[src/rtl/alu_seq_pkg.sv]
// Shared opcode values and FSM state type for the sequential ALU.
package alu_seq_pkg;

    localparam int OP_NOP = 0;
    localparam int OP_ADD = 1;
    localparam int OP_ADC = 2;
    localparam int OP_SUB = 3;
    localparam int OP_AND = 4;
    localparam int OP_XOR = 5;
    localparam int OP_LDA = 6;
    localparam int OP_SHL = 7;
    localparam int OP_SHR = 8;
    localparam int OP_MUL = 9;
    localparam int OP_CLR = 10;

    typedef enum logic {
        IDLE,
        MUL
    } state_e;

endpackage

[src/rtl/alu_mul_seq.sv]
// Shift-add multiplier: one partial product per clock, WIDTH clocks per multiply.
module alu_mul_seq #(
    parameter int WIDTH = 8,
    parameter int CW    = $clog2(WIDTH) + 1
) (
    input  logic               clk,
    input  logic               rst,
    input  logic               start,
    input  logic [WIDTH-1:0]   a,
    input  logic [WIDTH-1:0]   b,
    output logic               busy,
    output logic [2*WIDTH-1:0] prod,
    output logic               fin
);

    logic               busy_q, busy_d;
    logic [CW-1:0]      cnt_q, cnt_d;
    logic [2*WIDTH-1:0] mcand_q, mcand_d;
    logic [WIDTH-1:0]   mplier_q, mplier_d;
    logic [2*WIDTH-1:0] prod_q, prod_d;
    logic [2*WIDTH-1:0] prod_step;

    // prod exposes the product including the current step, so the final
    // partial product lands in the accumulator on the same edge as fin.
    assign prod_step = prod_q + (mplier_q[0] ? mcand_q : '0);
    assign fin       = busy_q && (cnt_q == CW'(WIDTH - 1));
    assign busy      = busy_q;
    assign prod      = prod_step;

    always_comb begin
        busy_d   = busy_q;
        cnt_d    = cnt_q;
        mcand_d  = mcand_q;
        mplier_d = mplier_q;
        prod_d   = prod_q;
        if (start) begin
            busy_d   = 1'b1;
            cnt_d    = '0;
            mcand_d  = {{WIDTH{1'b0}}, a};
            mplier_d = b;
            prod_d   = '0;
        end else if (busy_q) begin
            prod_d   = prod_step;
            mcand_d  = mcand_q << 1;
            mplier_d = mplier_q >> 1;
            cnt_d    = cnt_q + CW'(1);
            if (fin) begin
                busy_d = 1'b0;
            end
        end
    end

    always_ff @(posedge clk) begin
        if (rst) begin
            busy_q <= 1'b0;
            cnt_q  <= '0;
        end else begin
            busy_q <= busy_d;
            cnt_q  <= cnt_d;
        end
        mcand_q  <= mcand_d;
        mplier_q <= mplier_d;
        prod_q   <= prod_d;
    end

endmodule

[src/rtl/alu_seq.sv]
// Sequential ALU owning the accumulator and zero/carry flags, with a
// valid/ready operation interface and a multi-cycle multiply.
module alu_seq
    import alu_seq_pkg::*;
#(
    parameter int WIDTH = 8,
    parameter int OPW   = 4,
    parameter int CW    = $clog2(WIDTH) + 1
) (
    input  logic             clk,
    input  logic             rst,
    input  logic             in_valid,
    output logic             in_ready,
    input  logic [OPW-1:0]   opcode,
    input  logic [WIDTH-1:0] data,
    output logic [WIDTH-1:0] acc,
    output logic             zero,
    output logic             carry,
    output logic             done
);

    state_e             state_q, state_d;
    logic [WIDTH-1:0]   acc_q, acc_d;
    logic               carry_q, carry_d;
    logic               zero_q, zero_d;
    logic               done_q, done_d;

    logic               accept;
    logic               mul_start;
    logic               mul_busy;
    logic               mul_fin;
    logic [2*WIDTH-1:0] mul_prod;
    logic [WIDTH:0]     add_res, adc_res, sub_res;

    assign in_ready  = (state_q == IDLE);
    assign accept    = in_valid && in_ready;
    assign mul_start = accept && (int'(opcode) == OP_MUL);

    // Bit WIDTH of each result is the carry out (or borrow for subtract).
    assign add_res = {1'b0, acc_q} + {1'b0, data};
    assign adc_res = add_res + (WIDTH + 1)'(carry_q);
    assign sub_res = {1'b0, acc_q} - {1'b0, data};

    alu_mul_seq #(
        .WIDTH (WIDTH),
        .CW    (CW)
    ) u_mul (
        .clk   (clk),
        .rst   (rst),
        .start (mul_start),
        .a     (acc_q),
        .b     (data),
        .busy  (mul_busy),
        .prod  (mul_prod),
        .fin   (mul_fin)
    );

    always_comb begin
        state_d = state_q;
        acc_d   = acc_q;
        carry_d = carry_q;
        done_d  = 1'b0;
        if (accept) begin
            done_d = 1'b1;
            case (int'(opcode))
                OP_ADD: {carry_d, acc_d} = add_res;
                OP_ADC: {carry_d, acc_d} = adc_res;
                OP_SUB: {carry_d, acc_d} = sub_res;
                OP_AND: acc_d = acc_q & data;
                OP_XOR: acc_d = acc_q ^ data;
                OP_LDA: acc_d = data;
                OP_SHL: {carry_d, acc_d} = {acc_q, 1'b0};
                OP_SHR: {acc_d, carry_d} = {1'b0, acc_q};
                OP_MUL: begin
                    state_d = MUL;
                    done_d  = 1'b0;
                end
                OP_CLR: begin
                    acc_d   = '0;
                    carry_d = 1'b0;
                end
                default: ;
            endcase
        end else if (state_q == MUL && mul_busy && mul_fin) begin
            acc_d   = mul_prod[WIDTH-1:0];
            carry_d = |mul_prod[2*WIDTH-1:WIDTH];
            state_d = IDLE;
            done_d  = 1'b1;
        end
        zero_d = (acc_d == '0);
    end

    always_ff @(posedge clk) begin
        if (rst) begin
            state_q <= IDLE;
            acc_q   <= '0;
            carry_q <= 1'b0;
            zero_q  <= 1'b1;
            done_q  <= 1'b0;
        end else begin
            state_q <= state_d;
            acc_q   <= acc_d;
            carry_q <= carry_d;
            zero_q  <= zero_d;
            done_q  <= done_d;
        end
    end

    assign acc   = acc_q;
    assign zero  = zero_q;
    assign carry = carry_q;
    assign done  = done_q;

endmodule

[config.mk]
export PLATFORM = sky130hd
export DESIGN_NAME = alu_seq
export DESIGN_NICKNAME = d
export VERILOG_FILES = /design/src/rtl/alu_seq_pkg.sv /design/src/rtl/alu_mul_seq.sv /design/src/rtl/alu_seq.sv
export SDC_FILE = /design/constraint.sdc
export NUM_CORES = 1
export LEC_CHECK = 0
export BUFFER_PORTS_ARGS = -buffer_cell sky130_fd_sc_hd__buf_2
export CORE_AREA = 2 2 94 96
export CTS_CLUSTER_SIZE = 12
export DETAILED_ROUTE_END_ITERATION = 8
export DIE_AREA = 0 0 96 98
export PLACE_DENSITY_LB_ADDON = 0.05
export SLEW_MARGIN = 20
export SYNTH_ARGS = -nofsm -noshare
export SYNTH_HDL_FRONTEND = slang
export SYNTH_HIERARCHICAL = 1
export SYNTH_SLANG_ARGS = --single-unit
[constraint.sdc]
create_clock -name clk -period 4.41 [get_ports clk]
set_clock_uncertainty 0.1 [all_clocks]
set_input_delay 0.441 -clock clk [delete_from_list [all_inputs] [get_ports clk]]
set_output_delay 0.441 -clock clk [all_outputs]
set_load 0.05 [all_outputs]
==> results of run 1 <==
==> cells by family (layout without fill, tap and decap cells) <==
| family | Yosys count | in the layout | share of synthesized area, % |
|---|---|---|---|
| fa+ha+maj | 37 | 37 | 9.51 |
| mux | 33 | 33 | 6.89 |
| simple gates | 224 | 224 | 22.8 |
| compound gates | 168 | 168 | 25.1 |
| flops | 57 | 57 | 25.5 |
| xor+xnor | 29 | 29 | 5.12 |
| buf+inv | 59 | 69 | 5.05 |
==> synth_stat cells, types with 4 or more instances <==
cell	n	area (um2)
xor2_1	13	114
xnor2_1	15	131
mux2_2	14	158
o221ai_1	5	43.8
a21o_1	5	37.5
o311a_1	4	40.0
a211o_1	6	52.6
inv_1	22	82.6
o21ai_1	6	30.0
and2_1	21	131
nand2b_1	11	68.8
a221oi_1	6	52.6
nor2_1	46	173
nand3b_1	6	45.0
edfxtp_1	16	480
a221o_1	5	50.1
ha_1	34	425
nand4_1	4	25.0
o22ai_1	5	31.3
mux2i_1	18	180
dfxtp_1	41	821
a32oi_1	5	43.8
and3_1	16	100
o21ai_0	16	80.1
nand2_1	46	173
clkbuf_1	18	67.6
buf_2	11	55.1
nor2b_1	11	68.8
a21oi_1	41	205
nor3_1	18	90.1
o21a_1	7	52.6
o211ai_1	8	60.1
nand3_1	23	115
==> through the flow <==
step / setup slack [ps] / hold WS [ps] / instances
2_1_floorplan: 1130 / 350 / 607
3_3_place_gp: 815 / 362 / 709
3_5_place_dp: 737 / 367 / 709
4_1_cts: 716 / 321 / 725
5_1_grt: 522 / 341 / 725
6_report: 666 / 330 / 725
==> critical path, delay by kind of cell (launching register included) <==
family	cells	cell delay, ps
AO/OA/AOI/OAI	6	1420
flip-flops	1	600
adder cells (fa/ha/maj)	2	610
AND/OR/NAND/NOR	3	740
XOR/XNOR	1	160
==> layer usage <==
metal / GRT usage, % / vias to the layer above / part of all wire (%)
met5: 0 / - / 0
met4: 11.8 / 0 / 3.3
li1: - / 2274 / -
met2: 51.5 / 149 / 49
met3: 4.32 / 32 / 4.7
met1: 39.2 / 2230 / 43
==> registers in the layout, indices dropped and copies added (netlist names) <==
register / flops
carry: 1
state_q: 1
u_mul/cnt_q: 4
u_mul/prod_q: 16
zero: 1
done: 1
u_mul/mcand_q: 16
acc: 8
u_mul/mplier_q: 8
u_mul/busy: 1
==> layout make-up <==
| cell class | instances | area [um2] | share of cell area (%) |
|---|---|---|---|
| clock buffer | 11 | 153 | 2.81 |
| clock inverter | 5 | 51.3 | 0.944 |
| inverter | 24 | 90.1 | 1.66 |
| multi-input combinational | 491 | 3550 | 65.3 |
| sequential | 57 | 1300 | 24.0 |
| tap | 108 | 135 | 2.49 |
| timing repair buffer | 29 | 153 | 2.81 |
==> final timing paths <==
| check | from | to | slack [ps] | cells after the start |
|---|---|---|---|---|
| setup / recovery | u_mul/mplier_q[0] | carry | 670 | 12 |
| hold / removal | rst | u_mul/busy | 330 | 2 |
| hold reg to reg | u_mul/prod_q[7] | u_mul/prod_q[7] | 370 | 2 |
| setup reg to reg | u_mul/mplier_q[0] | carry | 670 | 12 |
==> power by group through the flow <==
stage               Sequential (mW)  Combinational, mW  Clock [mW]
floorplan                     0.739              0.727           0
global placement              0.730              0.903           0
detailed placement            0.735              0.916           0
CTS                           0.724              0.925       0.520
global route                  0.739               1.03       0.542
finish                        0.725              0.935       0.514
==> summary.txt, run 1 <==
CTS
  – CTS tree: done
  – Root Driver: clkbuf_8
  – Clock Path Buffers: 2
  – Clk pin slew, worst setup/hold paths: 70 ps
  – CTS buffer count: 9
  – Num Clock Sinks: 57
  – Htree depth: 3
  – Skew-Pair Late Insertion Delay: 340 ps
  – Hold_buf cts: 0
  – Post-CTS Resized: 0
  – Post-CTS setup buffer count: 0

Logic synthesis
  – Post-Synthesis Cells: 607
  – Post-synth EDFFs: 16
  – Netlist cell types: 88
  – Synth Flop Type: dfxtp_1
  – Cell Area, Synth: 0.00510 mm2
  – Synth Net Count: 659
  – Mapped Avg Cell Area: 8.41 um2
  – Synth Register Bits: 57
  – Async SR Flop Fraction: 0%
  – Ys Warns: 6
  – Sequential share of the synthesized area: 25.5%

Die
  – Starting density of the core: 60.3%
  – Die H: 98 um
  – Core area: 0.00847 mm2
  – Die extent in x: 96 um
  – I/O pins: 27
  – Die area: 0.00941 mm2
  – # rows: 34

Timing
  – Least-Margin Pin Slew: 856 ps
  – Final hold viol count: 0
  – Final worst-path cycle share: 84.9%
  – FMAX: 0.267 GHz
  – Period minus WS final: 3740 ps
  – Setup_tns: 0 ps
  – Slew margin rel.: 42.2%
  – RSZ-0062 raised after global routing: false
  – Final slew viol count: 0
  – Endpoints failing setup: 0

Final layout
  – Final core utilization: 64.2%
  – # nets final: 664
  – Ant diodes: 0
  – Fillcell total: 738
  – Area delta synth->final: 6.45%
  – Commonest non-fill, non-tap cells in the layout: nor2_1 (46), nand2_1 (46), a21oi_1 (41), dfxtp_1 (41), ha_1 (34)
  – Fin area: 0.00543 mm2
  – Layout cells sized above 1: 13.6%

Job
  – Max-cap violations: 0

Power
  – Logic pwr share: 43.0%
  – Sequential share of power: 33.4%
  – Clock power share: 23.6%
  – Cell Int Power: 1.31 mW
  – Peak supply drop: 0.168 mV
  – Psw: 862 uW
  – Power Density: 400 mW/mm2
  – P_leak: 2.22 nW
  – Power Total: 2.17 mW
  – Sw frac: 39.7%

Route
  – DRT antenna net count: 0
  – Initial DRC count: 266
  – DR WL/cell: 19.1 um
  – Vias per inst: 6.46
  – Drt pass-1 iters: 5
  – Drt drc: 0
  – Post-Route WL: 13900 um
  – DR vias: 4685

Global route
  – Initial antenna violation count: 0
  – Aggregate global-route resource usage: 30.6%
  – First-pass GRT wire length: 22600 um
  – Largest net degree at the start of global routing: 54
  – Total congestion overflow: 0
  – Vias in the first global route: 4451

Setup path
  – Crit path DAT: 3870 ps
  – Worst Path Required: 4530 ps
  – CP Cell Sequence: and2_1 -> ha_1 -> fa_1 -> a21o_1 -> a311o_1 -> a2111oi_4 -> nor2_2 -> xor2_1 -> nor4_1 -> a31o_2 -> a221o_1 -> a21oi_1
  – CP max stage delay: 600 ps
  – Slowest cell on crit path: edfxtp_1
  – CP startpoint kind: flop
  – Critical Setup Path Class: flop to flop
  – Largest fanout on the critical path: 16
  – Worst Setup End Kind: flop

Outcome
  – Status: complete, no violations

Placed design
  – GP Congestion: 0.919
  – HPWL after DPL: 10300 um
  – Port Buf Inserts: 26
  – Placed Area: 0.00523 mm2

Min path
  – Class of the worst hold path: input pin to flop
Note: power is estimated with default switching activity, not from simulation.
==> run 2: changes to the inputs <==
- clock period: 4.41 -> 3.5 ns (I/O delays scaled with it)
==> summary.txt, run 2 (synthesis gave the netlist of run 1 again) <==
Outcome
  – Status: complete, no violations

Placed design
  – GP Congestion: 0.981
  – HPWL after DPL: 11300 um
  – Placed cell count: 723
  – Placement Setup Slack: 50.5 ps
  – Port Buf Inserts: 26

Die
  – Starting density of the core: 60.3%
  – Core area: 0.00847 mm2
  – I/O pins: 27
  – # rows: 34
  – Die extent in x: 96 um
  – Die H: 98 um
  – Die area: 0.00941 mm2

Timing
  – Endpoints failing setup: 0
  – Final worst-path cycle share: 94.8%
  – Final WS setup: 182 ps
  – Least-Margin Pin Slew: 782 ps
  – Period minus WS final: 3320 ps
  – Final hold viol count: 0
  – FMAX: 0.301 GHz
  – Min Hold Slack: 239 ps
  – Slew margin rel.: 47.1%
  – Final slew viol count: 0

Setup path
  – Worst Path Required: 3690 ps
  – CP bufs+invs: 1
  – Cell count of the worst reg-to-reg path: 12
  – R2R Path End: carry
  – CP top delay family: compound AO/OA/AOI/OAI gates
  – Slowest cell on crit path: edfxtp_1
  – Reg-to-Reg Start: u_mul/mplier_q[0]
  – Critical Setup Path Class: flop to flop
  – CP max stage delay: 420 ps
  – Worst Setup End Kind: flop
  – CP Cell Sequence: buf_4 -> and2_1 -> ha_1 -> and3_1 -> a221o_1 -> o41ai_1 -> nor2_2 -> xor2_1 -> nor4_2 -> a31o_2 -> a221o_1 -> a21oi_1
  – Largest fanout on the critical path: 8
  – Worst Setup SP: u_mul/mplier_q[0]
  – CP startpoint kind: flop
  – Crit path DAT: 3500 ps
  – Cell mode on critical path: a221o_1
  – FF-to-FF setup slack: 180 ps

Final layout
  – # nets final: 678
  – Commonest non-fill, non-tap cells in the layout: nor2_1 (46), nand2_1 (46), a21oi_1 (41), dfxtp_1 (41), ha_1 (33)
  – Layout cells sized above 1: 16.3%
  – Final core utilization: 66.1%
  – Area delta synth->final: 9.63%
  – Post-Layout Cell Count: 739
  – Largest registers: u_mul/mcand_q (16), u_mul/prod_q (16)
  – Ant diodes: 0

Route
  – Top sig layer: met4
  – DR vias: 4895
  – DR WL/cell: 20.3 um
  – DRT antenna net count: 0
  – WL met1: 6290 um
  – Initial DRC count: 310
  – Met3 WL: 979 um
  – Drt pass-1 iters: 5
  – Metal2 WL: 7080 um
  – Drt drc: 0
  – Post-Route WL: 15000 um
  – Vias per inst: 6.62

CTS
  – Post-CTS Resized: 0
  – Hold_buf cts: 0
  – Num Clock Sinks: 57
  – Htree depth: 3
  – Clk pin slew, worst setup/hold paths: 80 ps
  – CTS buffer count: 9
  – Root Driver: clkbuf_8
  – Skew-Pair Late Insertion Delay: 350 ps
  – Post-CTS setup buffer count: 0
  – CTS tree: done
  – Clock Path Buffers: 2

Global route
  – Aggregate global-route resource usage: 32.7%
  – Initial antenna violation count: 0
  – Largest net degree at the start of global routing: 54
  – Total congestion overflow: 0
  – Vias in the first global route: 4648
  – First-pass GRT wire length: 23900 um

Min path
  – Class of the worst hold path: input pin to flop
  – Hold_sp: rst
  – WHS Endpoint: acc[5]
  – Hold path depth: 2

Power
  – Clock power share: 24.7%
  – Sequential share of power: 31.7%
  – Power Total: 2.87 mW
  – P_leak: 2.30 nW
  – Psw: 1.15 mW
  – Peak supply drop: 0.198 mV
  – Cell Int Power: 1.72 mW
  – Power Density: 514 mW/mm2
  – Sw frac: 40.0%
  – Logic pwr share: 43.6%

Job
  – Max-cap violations: 0
## run 2: layout make-up
cell class                 count  area, um2
clock buffer                  11        174
clock inverter                 5       57.6
fill                         731       2870
inverter                      24       90.1
multi-input combinational    491       3570
sequential                    57       1300
tap                          108        135
timing repair buffer          43        270
## run 2: per-stage QoR
| step | instance area (um2) | setup TNS (ps) |
|---|---|---|
| global route | 5600 | -1.91 |
| floorplan | 5100 | 0 |
| CTS | 5580 | 0 |
| detailed placement | 5350 | 0 |
| global placement | 5350 | 0 |
| finish | 5600 | 0 |
## run 2: power by group through the flow
stage	clock [mW]	sequential, mW	combinational [mW]
3_3_place_gp	0	0.913	1.18
5_1_grt	0.747	0.923	1.36
2_1_floorplan	0	0.931	0.916
3_5_place_dp	0	0.919	1.21
4_1_cts	0.725	0.905	1.21
6_report	0.711	0.911	1.25
## run 2: worst reg2reg max path: stages, from the launching register on
cell,delay [ps]
edfxtp_1,420
buf_4,190
and2_1,160
ha_1,380
and3_1,220
a221o_1,390
o41ai_1,400
nor2_2,90
xor2_1,200
nor4_2,90
a31o_2,230
a221o_1,260
a21oi_1,140
## run 2: routing by layer
layer  up-vias  GRT usage (%)
li1       2305              -
met1      2334           41.8
met2       209           53.6
met3        47           4.55
met4         0           15.6
met5         -              0
## run 2: how the worst max path moves through the flow
stage / endpoint / slack [ps] / cells after the start
global placement: carry / 150 / 12
global route: carry / -2 / 12
floorplan: carry / 220 / 13
CTS: carry / 30 / 12
finish: carry / 180 / 12
detailed placement: carry / 50 / 12
